==> src/rtl/alloc_pkg.sv <==
// Shared types for the entry allocation controller: default pool size and
// the index/count widths derived from it.
package alloc_pkg;
    localparam int LOG_ENTRIES = 3;
    typedef logic [LOG_ENTRIES-1:0] entry_idx_t;
    typedef logic [LOG_ENTRIES:0]   entry_cnt_t;
endpackage

==> src/rtl/lowest_free_encoder.sv <==
// Combinational search over the busy bitmap: index of the lowest clear bit,
// with any_free low (and idx 0) when every entry is busy.
module lowest_free_encoder #(
    parameter int LOG_ENTRIES = alloc_pkg::LOG_ENTRIES
) (
    input  logic [(2**LOG_ENTRIES)-1:0] busy,
    output logic [LOG_ENTRIES-1:0]      idx,
    output logic                        any_free
);
    import alloc_pkg::*;

    localparam int N = 2**LOG_ENTRIES;

    // Scanning downward lets the lowest free index win the last assignment.
    always_comb begin
        idx      = '0;
        any_free = 1'b0;
        for (int i = N - 1; i >= 0; i--) begin
            if (!busy[i]) begin
                idx      = LOG_ENTRIES'(i);
                any_free = 1'b1;
            end
        end
    end
endmodule

==> src/rtl/entry_alloc_ctrl.sv <==
// Allocation controller: keeps a busy bitmap, offers the lowest free entry on
// a registered valid/ready port, accepts one release per cycle, supports flush.
module entry_alloc_ctrl #(
    parameter int LOG_ENTRIES = alloc_pkg::LOG_ENTRIES
) (
    input  logic                   clk,
    input  logic                   rst_n,
    output logic                   alloc_valid,
    input  logic                   alloc_ready,
    output logic [LOG_ENTRIES-1:0] alloc_idx,
    input  logic                   free_valid,
    input  logic [LOG_ENTRIES-1:0] free_idx,
    input  logic                   flush,
    output logic [LOG_ENTRIES:0]   used_count,
    output logic                   full,
    output logic                   err_bad_free
);
    import alloc_pkg::*;

    localparam int N = 2**LOG_ENTRIES;

    logic [N-1:0]           busy, busy_nxt;
    logic                   valid_nxt, err_nxt;
    logic [LOG_ENTRIES-1:0] idx_nxt, enc_idx;
    logic [LOG_ENTRIES:0]   cnt_nxt;
    logic                   enc_any, grant, can_load, free_ok;

    lowest_free_encoder #(.LOG_ENTRIES(LOG_ENTRIES)) u_enc (
        .busy     (busy),
        .idx      (enc_idx),
        .any_free (enc_any)
    );

    assign grant    = alloc_valid && alloc_ready;
    assign can_load = !alloc_valid || grant;
    // The reserved entry is busy but not yet owned by anyone, so it cannot be freed.
    assign free_ok  = free_valid && busy[free_idx] &&
                      !(alloc_valid && (free_idx == alloc_idx));
    assign full     = (used_count == (LOG_ENTRIES+1)'(N));

    always_comb begin
        busy_nxt  = busy;
        valid_nxt = alloc_valid;
        idx_nxt   = alloc_idx;
        cnt_nxt   = used_count;
        err_nxt   = err_bad_free;
        if (flush) begin
            busy_nxt  = '0;
            valid_nxt = 1'b0;
            idx_nxt   = '0;
            cnt_nxt   = '0;
        end else begin
            if (free_valid && !free_ok)
                err_nxt = 1'b1;
            if (free_ok)
                busy_nxt[free_idx] = 1'b0;
            // Load decision uses the pre-edge bitmap, so it never picks the entry being freed.
            if (can_load) begin
                valid_nxt = enc_any;
                if (enc_any) begin
                    idx_nxt           = enc_idx;
                    busy_nxt[enc_idx] = 1'b1;
                end
            end
            if (grant && !free_ok)
                cnt_nxt = used_count + (LOG_ENTRIES+1)'(1);
            else if (!grant && free_ok)
                cnt_nxt = used_count - (LOG_ENTRIES+1)'(1);
        end
    end

    always_ff @(posedge clk or negedge rst_n) begin
        if (!rst_n) begin
            busy         <= '0;
            alloc_valid  <= 1'b0;
            alloc_idx    <= '0;
            used_count   <= '0;
            err_bad_free <= 1'b0;
        end else begin
            busy         <= busy_nxt;
            alloc_valid  <= valid_nxt;
            alloc_idx    <= idx_nxt;
            used_count   <= cnt_nxt;
            err_bad_free <= err_nxt;
        end
    end
endmodule

==> config.mk <==
export PLATFORM = sky130hd
export DESIGN_NAME = entry_alloc_ctrl
export DESIGN_NICKNAME = d
export VERILOG_FILES = /design/src/rtl/alloc_pkg.sv /design/src/rtl/lowest_free_encoder.sv /design/src/rtl/entry_alloc_ctrl.sv
export SDC_FILE = /design/constraint.sdc
export NUM_CORES = 1
export LEC_CHECK = 0
export ABC_AREA = 0
export CAP_MARGIN = 10
export CELL_PAD_IN_SITES_DETAIL_PLACEMENT = 1
export CELL_PAD_IN_SITES_GLOBAL_PLACEMENT = 1
export CORE_MARGIN = 3
export CORE_UTILIZATION = 43
export DETAILED_ROUTE_END_ITERATION = 10
export GPL_TIMING_DRIVEN = 0
export PLACE_DENSITY_LB_ADDON = 0.1
export SLEW_MARGIN = 20
export SYNTH_ARGS = -nofsm -noshare
export SYNTH_HDL_FRONTEND = slang
export SYNTH_SLANG_ARGS = --single-unit
==> constraint.sdc <==
create_clock -name clk -period 5.2 [get_ports clk]
set_clock_uncertainty 0.15 [all_clocks]
set_input_delay 0.78 -clock clk [delete_from_list [all_inputs] [get_ports clk]]
set_output_delay 0.78 -clock clk [all_outputs]
set_load 0.05 [all_outputs]
**Word-level counts from Yosys, hierarchy flattened**

Cells that the tools add are included.

- Output and inout port bits: 10
- Bits of input ports: 8
- Word-level logic and storage cells: 71
- Bits in registers: 17

- Mux-type cells: 35
- $lt $le $gt $ge: 4
- $add $sub $neg: 2
- Eq/ne operators: 2
- Bitwise gates (word level): 4
- Reductions and logical operators: 19

Operator list:

| cell | number |
|---|---|
| 8-bit 2-to-1 mux | 5 |
| 3-bit 2-to-1 mux | 11 |
| 1-bit 2-to-1 mux | 13 |
| 4-bit 2-to-1 mux | 3 |
| 1-bit logical AND | 9 |
| 8-bit bitwise AND | 1 |
| 3-bit by 4-bit < comparator with 1-bit output (second input constant) | 2 |
| 8-bit inverter | 1 |
| 8-bit bitwise OR | 1 |
| 1-bit demux with 3-bit select | 2 |
| 3-bit by 1-bit greater-or-equal comparator with 1-bit output (second input constant) | 2 |
| 4-bit by 1-bit adder with 4-bit output (second input constant) | 1 |
| 4-bit == test (second input constant) | 1 |
| 1-bit zero test | 4 |
| 2-bit AND reduction | 2 |
| 2-bit nonzero test | 2 |
| 4-bit by 1-bit subtractor with 4-bit output (second input constant) | 1 |
| 1-bit binary-select mux with 3-bit select | 1 |
| 3-bit == test | 1 |
| 3-bit nonzero test | 1 |
| 1-bit logical OR | 1 |
| 1-bit inverter | 1 |

**Longest topological paths before layout**

Gate-level depths: netlist of the first run.

- Depth in word-level cells: 16
- Mapped depth: 12
- Gate-level depth less buffers: 10

**By module**

A second synthesis of the first run with hierarchy kept.

- Cell total of the unflattened synthesis: 123
- Area total of the unflattened synthesis: 1164.9 um^2

Modules (own cells, without submodules):

| module | area each (um^2) | instances | seq. area each (um^2) | cells an instance |
|---|---|---|---|---|
| entry_alloc_ctrl | 1087.3 | 1 | 425.4 | 109 |
| lowest_free_encoder | 77.6 | 1 | 0.0 | 14 |

**Worst setup path after synthesis of the first run**

No wires, ideal clock.

- Path type: flip-flop to output port
- Start: register used_count[0]
- End: output full
- Buffers on the path: 0
- Arrival: 2.315 ns
- Required time: 4.270 ns
- Slack: 1.955 ns
- Stages on the path, launching flop included: 2
- Path through: dfrtp_1 > nor4b_1

- Longest elaborated chain between the ends: 1

Ends and longest elaborated chain:

| item | line | source |
|---|---|---|
| from (decl) | entry_alloc_ctrl.sv:14 | `output logic [LOG_ENTRIES:0] used_count,` |
| from (signal assigned) | entry_alloc_ctrl.sv:83 | `used_count <= cnt_nxt;` |
| 4-bit == test | entry_alloc_ctrl.sv:39 | `assign full = (used_count == (LOG_ENTRIES+1)'(N));` |
| to (decl) | entry_alloc_ctrl.sv:15 | `output logic full,` |

Every way passes these cells.

**Worst setup path in the final report of the first run**

- Start: input free_idx[0]
- End: register used_count[3]

- Longest elaborated chain between the ends: 8
- Elaborated cells between the ends (all ways): 13
- Those cells by class: 1 x eq/ne; 4 x mux; 8 x reduce/logical

Ends and longest elaborated chain:

| item | line | source |
|---|---|---|
| from (decl) | entry_alloc_ctrl.sv:12 | `input logic [LOG_ENTRIES-1:0] free_idx,` |
| 1-bit binary-select mux with 3-bit select / 3-bit == test (equally long branches) | entry_alloc_ctrl.sv:37, entry_alloc_ctrl.sv:38 |  |
| 1-bit 2-to-1 mux (not written as such) / 1-bit logical AND (equally long branches) | entry_alloc_ctrl.sv:37, entry_alloc_ctrl.sv:38 |  |
| 1-bit logical AND / 1-bit zero test (equally long branches) | entry_alloc_ctrl.sv:37, entry_alloc_ctrl.sv:38 |  |
| 1-bit logical AND (*) | entry_alloc_ctrl.sv:37 | `assign free_ok = free_valid && busy[free_idx] &&` |
| 1-bit zero test | entry_alloc_ctrl.sv:65 | `if (grant && !free_ok)` |
| 1-bit logical AND | entry_alloc_ctrl.sv:65 |  |
| 4-bit 2-to-1 mux | entry_alloc_ctrl.sv:65 |  |
| 4-bit 2-to-1 mux | entry_alloc_ctrl.sv:47 | `if (flush) begin` |

Every way passes the cells marked *; elsewhere a longest branch is shown, timed or not. The select of a mux whose other input is x is not followed.
A chain may end at the register's enable or synchronous reset.

==> results.txt, run 1 <==
----------------------------------------------------
[Status]
  Run status ... complete, no violations

[Pwr]
  Combinational share of power ... 0.359
  Total Power Consumption ... 0.000349 W
  Maximum ir drop on the vdd rail ... 190 uV
  Fraction of power consumed by sequential logic ... 0.433
  Static leakage power ... 0.565 nW
  Cell internal power dissipation ... 0.000220 W
  Cell area power density ... 258 mW/mm2
  Switch Pwr ... 0.000129 W
  Clock Power Share ... 0.208
  Net switching fraction of the power ... 0.369

[Clock tree]
  Worst-path clk slew ... 0.10 ns
  Number of gates resized after CTS ... 0
  Post CTS Setup Buffer Count ... 0
  Clock tree from TritonCTS ... done
  Clock latency on the worst-skew pair ... 0.30 ns
  # hold bufs at CTS ... 0
  Number of buffers created by CTS ... 3
  CTS H-tree depth ... 1
  Worst-case clock buffer depth ... 2
  Root buffer selected by CTS ... sky130_fd_sc_hd__clkbuf_4
  Sink count of the clock tree ... 17

[Yosys]
  Area share of the largest cell type after synthesis ... 0.377
  Top flip-flop cell by instance count after synthesis ... sky130_fd_sc_hd__dfrtp_1
  Post-synth cell types ... 45
  Sequential-to-total area share from yosys stat ... 0.377
  Number of nets produced by synthesis ... 128
  Leading post-synthesis cells by cell area ... sky130_fd_sc_hd__dfrtp_1 38%, sky130_fd_sc_hd__mux2_2 4.0%, sky130_fd_sc_hd__nor2_1 3.7%, sky130_fd_sc_hd__mux2i_1 3.5%, sky130_fd_sc_hd__nand2_1 3.3%
  Largest area contributor in the synthesized netlist ... sky130_fd_sc_hd__dfrtp_1
  Avg Inst Size Synth ... 9.66 um2
  Number of register bits inferred by synthesis ... 17
  Async set-or-reset flop fraction in the synthesized netlist ... 1.00
  Warnings, synthesis ... 0
  Number of synthesized flops with an enable pin ... 0
  Cell count after synthesis ... 117
  Post-synthesis cell area ... 0.00113 mm2

[Drt]
  Antenna Violating Nets Remaining ... 0
  DRC violation count after routing ... 0
  Drt first pass iters ... 4
  Average detailed-routed wire length per instance ... 19.3 um
  Routed vias/inst ... 6.18
  Via count of the routed design ... 1020
  Routed Wire Length ... 3.19 mm
  Number of DRC markers after the initial detailed-route iteration ... 26

[Placed design]
  Final weighted congestion of routability-driven global placement ... 0.824
  Port Buffer Count ... 16
  HPWL reported at the end of detailed placement ... 2.48 mm
  Post-DP Area ... 0.00133 mm2

[Floorplan]
  Standard-cell rows ... 17
  Die Area ... 0.00328 mm2
  Area of the placeable core ... 0.00234 mm2
  Initial core utilization ... 0.483
  Number of placed I/O pins ... 18
  Floorplan die width ... 57.3 um
  DIE HEIGHT ... 57.3 um

[STA]
  Shortest clock period the worst path allows after layout ... 3.73 ns
  Final cycle utilization of the critical path ... 0.718
  Setup Total Neg Slack ... 0 ns
  Max-Slew Margin vs Limit ... 0.480
  Highest attainable clock frequency ... 0.268 GHz
  Number of setup violations in the final report ... 0
  Tightest Pin Transition ... 0.777 ns
  Unrepaired setup endpoints after global routing ... false
  Count of final hold-check violations ... 0
  Count of pins over their slew limit ... 0

[Layout]
  Final non-filler cell area ... 0.00135 mm2
  Fraction of final layout cells with drive strength greater than 1 ... 0.109
  Count of antenna diodes in the layout ... 0
  Area delta synth->final ... 19.6%
  Net count, final ... 149

[Global route]
  All-layer global routing usage ... 0.215
  Overflow left after global routing ... 0
  First-pass GRT wire length ... 5.42 mm
  Via count of the first global-routing pass ... 1083
  Maximum number of pins on one net before global-route repair ... 18
  Initial antenna violation count ... 0

[Setup path]
  Critical setup path kind ... in2reg
  Crit path largest cell delay ... 0.52 ns
  R2R setup slack ... 2.20 ns
  Critical-path cell list ... clkdlybuf4s50_1, buf_6, mux2_1, o22ai_1, nand4bb_4, buf_6, nand3_1, ha_1, a21o_1, a21oi_1, nor2_1, mux2i_1, mux2_2
  Type of element capturing the critical path ... flop
  Worst-path cell with the longest stage delay ... sky130_fd_sc_hd__clkdlybuf4s50_1
  Worst setup SP type ... input port
  Critical path data required time ... 5.24 ns
  Library cell appearing most often on the critical path ... sky130_fd_sc_hd__buf_6
  WP data arrival ... 3.77 ns
  Crit-path max FO ... 10

[Min path]
  Hold Path Class ... reg2reg

[Run]
  Max-Cap Viols ... 0

----------------------------------------------------
-- Yosys cell counts (2+ instances only) --
cell type / n
sky130_fd_sc_hd__a211oi_1: 2
sky130_fd_sc_hd__a21oi_1: 5
sky130_fd_sc_hd__a31o_1: 2
sky130_fd_sc_hd__and2_1: 2
sky130_fd_sc_hd__buf_6: 2
sky130_fd_sc_hd__clkbuf_1: 2
sky130_fd_sc_hd__dfrtp_1: 17
sky130_fd_sc_hd__ha_1: 2
sky130_fd_sc_hd__inv_1: 7
sky130_fd_sc_hd__mux2_1: 2
sky130_fd_sc_hd__mux2_2: 4
sky130_fd_sc_hd__mux2i_1: 4
sky130_fd_sc_hd__nand2_1: 10
sky130_fd_sc_hd__nand2b_1: 2
sky130_fd_sc_hd__nand4_1: 4
sky130_fd_sc_hd__nor2_1: 11
sky130_fd_sc_hd__nor2b_1: 2
sky130_fd_sc_hd__nor3_1: 2
sky130_fd_sc_hd__o21ai_0: 4
sky130_fd_sc_hd__o311a_1: 2
sky130_fd_sc_hd__o311ai_0: 2
sky130_fd_sc_hd__xnor2_1: 4
-- area by class of cell --
cell class	instances	area [um2]
well taps	28	35.0
inverters	8	30.0
clock buffers	4	26.3
repair buffers	16	160
plain buffers	5	37.5
multi-input cells	87	637
flip-flops and latches	17	425
fillers	273	988
-- cells in the final DEF, fill, tap and decap left out, drive strengths merged, types with 2 or more instances in the layout --
cell type,synthesis,routed
nor2,11,11
and2,2,2
a211oi,2,2
ha,2,2
o21ai,4,4
inv,7,7
clkdlybuf4s50,0,16
mux2i,4,4
nand2,10,10
o311ai,2,2
a21oi,5,5
buf,3,3
o311a,2,2
nor3,2,2
dfrtp,17,17
nand2b,2,2
a31o,3,3
clkbuf,2,6
nor2b,2,2
nand4,4,4
mux2,6,6
xnor2,5,5
-- sequential cells by signal, summed over array words and instances (netlist names) --
register,cells
busy,8
used_count,4
alloc_idx,3
alloc_valid,1
err_bad_free,1
-- per-layer routing --
| metal | vias up | share of wire | global-route usage |
|---|---|---|---|
| li1 | 467 | - | - |
| met1 | 512 | 0.43 | 0.280 |
| met2 | 35 | 0.50 | 0.359 |
| met3 | 6 | 0.051 | 0.0430 |
| met4 | 0 | 0.015 | 0.0695 |
| met5 | - | 0 | 0 |
-- worst max-delay path, delay by kind of cell --
family,cells,cell delay (ns)
AO/OA/AOI/OAI,3,0.58
adder cells (fa/ha/maj),1,0.31
buffers and inverters,3,0.84
AND/OR/NAND/NOR,3,0.42
multiplexers,3,0.83
-- path summary, 6_finish.rpt --
check	start	cells after the start	end
max	free_idx[0]	13	used_count[3]
min	err_bad_free	1	err_bad_free
max reg2reg	busy[2]	11	used_count[3]
min reg2reg	err_bad_free	1	err_bad_free
max in group asynchronous	rst_n	1	busy[5]
min in group asynchronous	rst_n	1	busy[6]
-- logic make-up after synthesis --
| logic type | Yosys count | share of synthesized area |
|---|---|---|
| XOR/XNOR | 5 | 0.0454 |
| AND/OR/NAND/NOR | 39 | 0.189 |
| AO/OA/AOI/OAI | 30 | 0.194 |
| buffers and inverters | 13 | 0.0598 |
| flip-flops | 17 | 0.377 |
| multiplexers | 10 | 0.0952 |
| adder cells (fa/ha/maj) | 3 | 0.0399 |
-- power groups by stage --
stage,logic (W),clock network (W),registers (W)
floorplan,0.0000602,0,0.000176
detailed placement,0.000126,0,0.000154
global placement,0.000120,0,0.000152
global route,0.000135,0.0000795,0.000153
CTS,0.000127,0.0000745,0.000151
finish,0.000125,0.0000725,0.000151
-- metrics by stage --
| stage | util | setup WS [ns] | hold WS, ns | cells |
|---|---|---|---|---|
| 2_1_floorplan | - | 1.95 | 0.334 | 117 |
| 3_3_place_gp | 0.566 | 1.26 | 0.307 | 161 |
| 3_5_place_dp | 0.566 | 1.13 | 0.338 | 161 |
| 4_1_cts | 0.578 | 1.44 | 0.366 | 165 |
| 5_1_grt | 0.578 | 1.34 | 0.387 | 165 |
| 6_report | 0.578 | 1.47 | 0.360 | 165 |
(Power assumes the default switching activity.)
==> run 2, diff against run 1 <==
Settings changed: CORE_UTILIZATION 43 to 36.
Clock period 5.2 ns to 3.39 ns, I/O delays scaled along.
==> results.txt, run 2 (synthesis results as in run 1) <==
----------------------------------------------------
[Pwr]
  Static leakage power ... 0.574 nW (was 0.565 nW)
  Maximum ir drop on the vdd rail ... 178 uV (was 190 uV)
  Cell area power density ... 391 mW/mm2 (was 258 mW/mm2)
  Total Power Consumption ... 0.000545 W (was 0.000349 W)

[Clock tree]
  Number of buffers created by CTS ... 3 (unchanged)
  Worst-case clock buffer depth ... 2 (unchanged)
  Clock latency on the worst-skew pair ... 0.31 ns (was 0.30 ns)
  Worst-path clk slew ... 0.12 ns (was 0.10 ns)
  Root buffer selected by CTS ... sky130_fd_sc_hd__clkbuf_4 (unchanged)
  Sink count of the clock tree ... 17 (unchanged)
  # hold bufs at CTS ... 0 (unchanged)
  CTS H-tree depth ... 1 (unchanged)
  Clock tree from TritonCTS ... done (unchanged)

[Layout]
  Commonest cells after routing, fill and taps aside ... 17 x sky130_fd_sc_hd__dfrtp_1, 16 x sky130_fd_sc_hd__clkdlybuf4s50_1, 11 x sky130_fd_sc_hd__nor2_1 (unchanged)
  Fraction of final layout cells with drive strength greater than 1 ... 0.145 (was 0.109)
  Area delta synth->final ... 23.1% (was 19.6%)
  Biggest register ... busy (unchanged)
  Count of antenna diodes in the layout ... 0 (unchanged)
  Final non-filler cell area ... 0.00139 mm2 (was 0.00135 mm2)
  Fillers ... 331 (was 273)
  Net count, final ... 150 (was 149)
  Largest registers ... busy x8, used_count x4, alloc_idx x3 (unchanged)
  Commonest non-fill, non-tap cell in the layout ... sky130_fd_sc_hd__dfrtp_1 (unchanged)
  Max FFs per register ... 8 (unchanged)

[Setup path]
  Worst setup SP type ... input port (unchanged)
  WP data arrival ... 3.31 ns (was 3.77 ns)
  R2R setup slack ... 0.49 ns (was 2.20 ns)
  Crit-path max FO ... 10 (unchanged)
  Launch point of the worst path ... free_idx[0] (unchanged)
  Type of element capturing the critical path ... flop (unchanged)
  Library cell appearing most often on the critical path ... sky130_fd_sc_hd__buf_6 (unchanged)
  Worst-path cell with the longest stage delay ... sky130_fd_sc_hd__clkdlybuf4s50_1 (unchanged)
  Number of cell instances on the worst register-to-register path ... 11 (unchanged)
  Termination of the worst setup path ... used_count[3] (unchanged)
  Stages on the worst setup path ... 13 (unchanged)
  Cell class contributing the biggest share of worst-path delay ... multiplexers (was buffers and inverters)
  Crit path buffers/inverters ... 3 (unchanged)
  Critical-path cell list ... clkdlybuf4s50_1, buf_6, mux2_1, o22ai_1, nand4bb_4, buf_6, nand3_2, ha_1, a21o_1, a21oi_2, nor2_1, mux2i_1, mux2_2 (was clkdlybuf4s50_1, buf_6, mux2_1, o22ai_1, nand4bb_4, buf_6, nand3_1, ha_1, a21o_1, a21oi_1, nor2_1, mux2i_1, mux2_2)
  Crit path largest cell delay ... 0.50 ns (was 0.52 ns)
  Reg-to-reg endpoint ... used_count[3] (unchanged)
  Critical setup path kind ... in2reg (unchanged)
  Critical path data required time ... 3.44 ns (was 5.24 ns)
  Launch instance of the worst register-to-register path ... busy[2] (unchanged)

[Placed design]
  HPWL reported at the end of detailed placement ... 2.26 mm (was 2.48 mm)
  Post-DP Area ... 0.00134 mm2 (was 0.00133 mm2)
  Pre-CTS worst setup slack ... -0.342 ns (was 1.13 ns)
  Final weighted congestion of routability-driven global placement ... 0.806 (was 0.824)
  Port Buffer Count ... 16 (unchanged)

[Run]
  Max-Cap Viols ... 0 (unchanged)

[Drt]
  Via count of the routed design ... 1000 (was 1020)
  Drt first pass iters ... 4 (unchanged)
  Antenna Violating Nets Remaining ... 0 (unchanged)
  Routed Wire Length ... 2.98 mm (was 3.19 mm)
  Number of DRC markers after the initial detailed-route iteration ... 17 (was 26)
  Average detailed-routed wire length per instance ... 16.6 um (was 19.3 um)
  Routed vias/inst ... 5.56 (was 6.18)
  DRC violation count after routing ... 0 (unchanged)

[Floorplan]
  Die Area ... 0.00385 mm2 (was 0.00328 mm2)
  Initial core utilization ... 0.393 (was 0.483)
  Standard-cell rows ... 19 (was 17)
  DIE HEIGHT ... 62.0 um (was 57.3 um)
  Number of placed I/O pins ... 18 (unchanged)
  Floorplan die width ... 62.0 um (was 57.3 um)
  Area of the placeable core ... 0.00288 mm2 (was 0.00234 mm2)

[STA]
  Unrepaired setup endpoints after global routing ... false (unchanged)
  Setup Total Neg Slack ... 0 ns (unchanged)
  Count of final hold-check violations ... 0 (unchanged)
  Highest attainable clock frequency ... 0.307 GHz
  Final cycle utilization of the critical path ... 0.962
  Worst hold margin ... 0.332 ns (was 0.360 ns)
  Number of setup violations in the final report ... 0 (unchanged)
  Post-route setup slack ... 0.130 ns (was 1.47 ns)
  Max-Slew Margin vs Limit ... 0.464 (was 0.480)
  Count of pins over their slew limit ... 0 (unchanged)
  Shortest clock period the worst path allows after layout ... 3.26 ns
  Tightest Pin Transition ... 0.802 ns (was 0.777 ns)

[Min path]
  Hold Crit Depth ... 1 (unchanged)
  Hold Path Class ... reg2reg (unchanged)

[Global route]
  Via count of the first global-routing pass ... 964 (was 1083)
  First-pass GRT wire length ... 4.85 mm (was 5.42 mm)
  Initial antenna violation count ... 0 (unchanged)
  All-layer global routing usage ... 0.175 (was 0.215)
  Overflow left after global routing ... 0 (unchanged)
  Maximum number of pins on one net before global-route repair ... 18 (unchanged)

[Status]
  Run status ... complete, no violations (unchanged)

----------------------------------------------------
run 2: layout make-up:
type | instances | area (um2) | share of cell area
Buffer | 5 | 37.5 | 0.0270
Clock buffer | 3 | 22.5 | 0.0162
Clock inverter | 1 | 5.00 | 0.00360
Inverter | 8 | 30.0 | 0.0216
Multi-Input combinational cell | 87 | 651 | 0.468
Sequential cell | 17 | 425 | 0.306
Tap cell | 42 | 52.6 | 0.0378
Timing Repair Buffer | 17 | 168 | 0.121
run 2: timing repair:
| action | 4_1_cts | 5_1_grt |
|---|---|---|
| endpoints found under the setup margin | 1 | 1 |
| gates cloned | 0 | 0 |
| setup buffers | 0 | 1 |
| pin swaps | 0 | 1 |
| resized for setup | 1 | 2 |
run 2: worst min-delay path by stage:
| stage | start | endpoint | slack, ns |
|---|---|---|---|
| after global routing | err_bad_free | err_bad_free | 0.35 |
| after detailed placement | err_bad_free | err_bad_free | 0.31 |
| after global placement | err_bad_free | err_bad_free | 0.31 |
| final | err_bad_free | err_bad_free | 0.33 |
| after floorplan | rst_n | alloc_idx[0] | 0.06 |
| after CTS | err_bad_free | err_bad_free | 0.34 |
run 2: metrics by stage:
step	utilization	std cells
after floorplan	-	117
after global placement	0.467	175
after detailed placement	0.467	175
after CTS	0.478	179
after global routing	0.484	180
final	0.484	180
run 2: where the power goes:
| part | total, W | switching [W] | internal, W |
|---|---|---|---|
| logic | 0.000193 | 0.000114 | 0.0000792 |
| clock network | 0.000120 | 0.0000758 | 0.0000441 |
| registers | 0.000232 | 0.0000158 | 0.000216 |
| total | 0.000545 | 0.000205 | 0.000339 |
run 2: layer usage:
layer	wire length, um	GRT usage
met1	1420	0.247
met3	112	0.0186
met4	44	0.0636
met5	0	0
met2	1400	0.274
==> run 3, diff against run 2 <==
Settings changed: CAP_MARGIN 10 to 30.
==> results of run 3 <==
No change in the layout: final DEF, timing and power equal those of run 2.
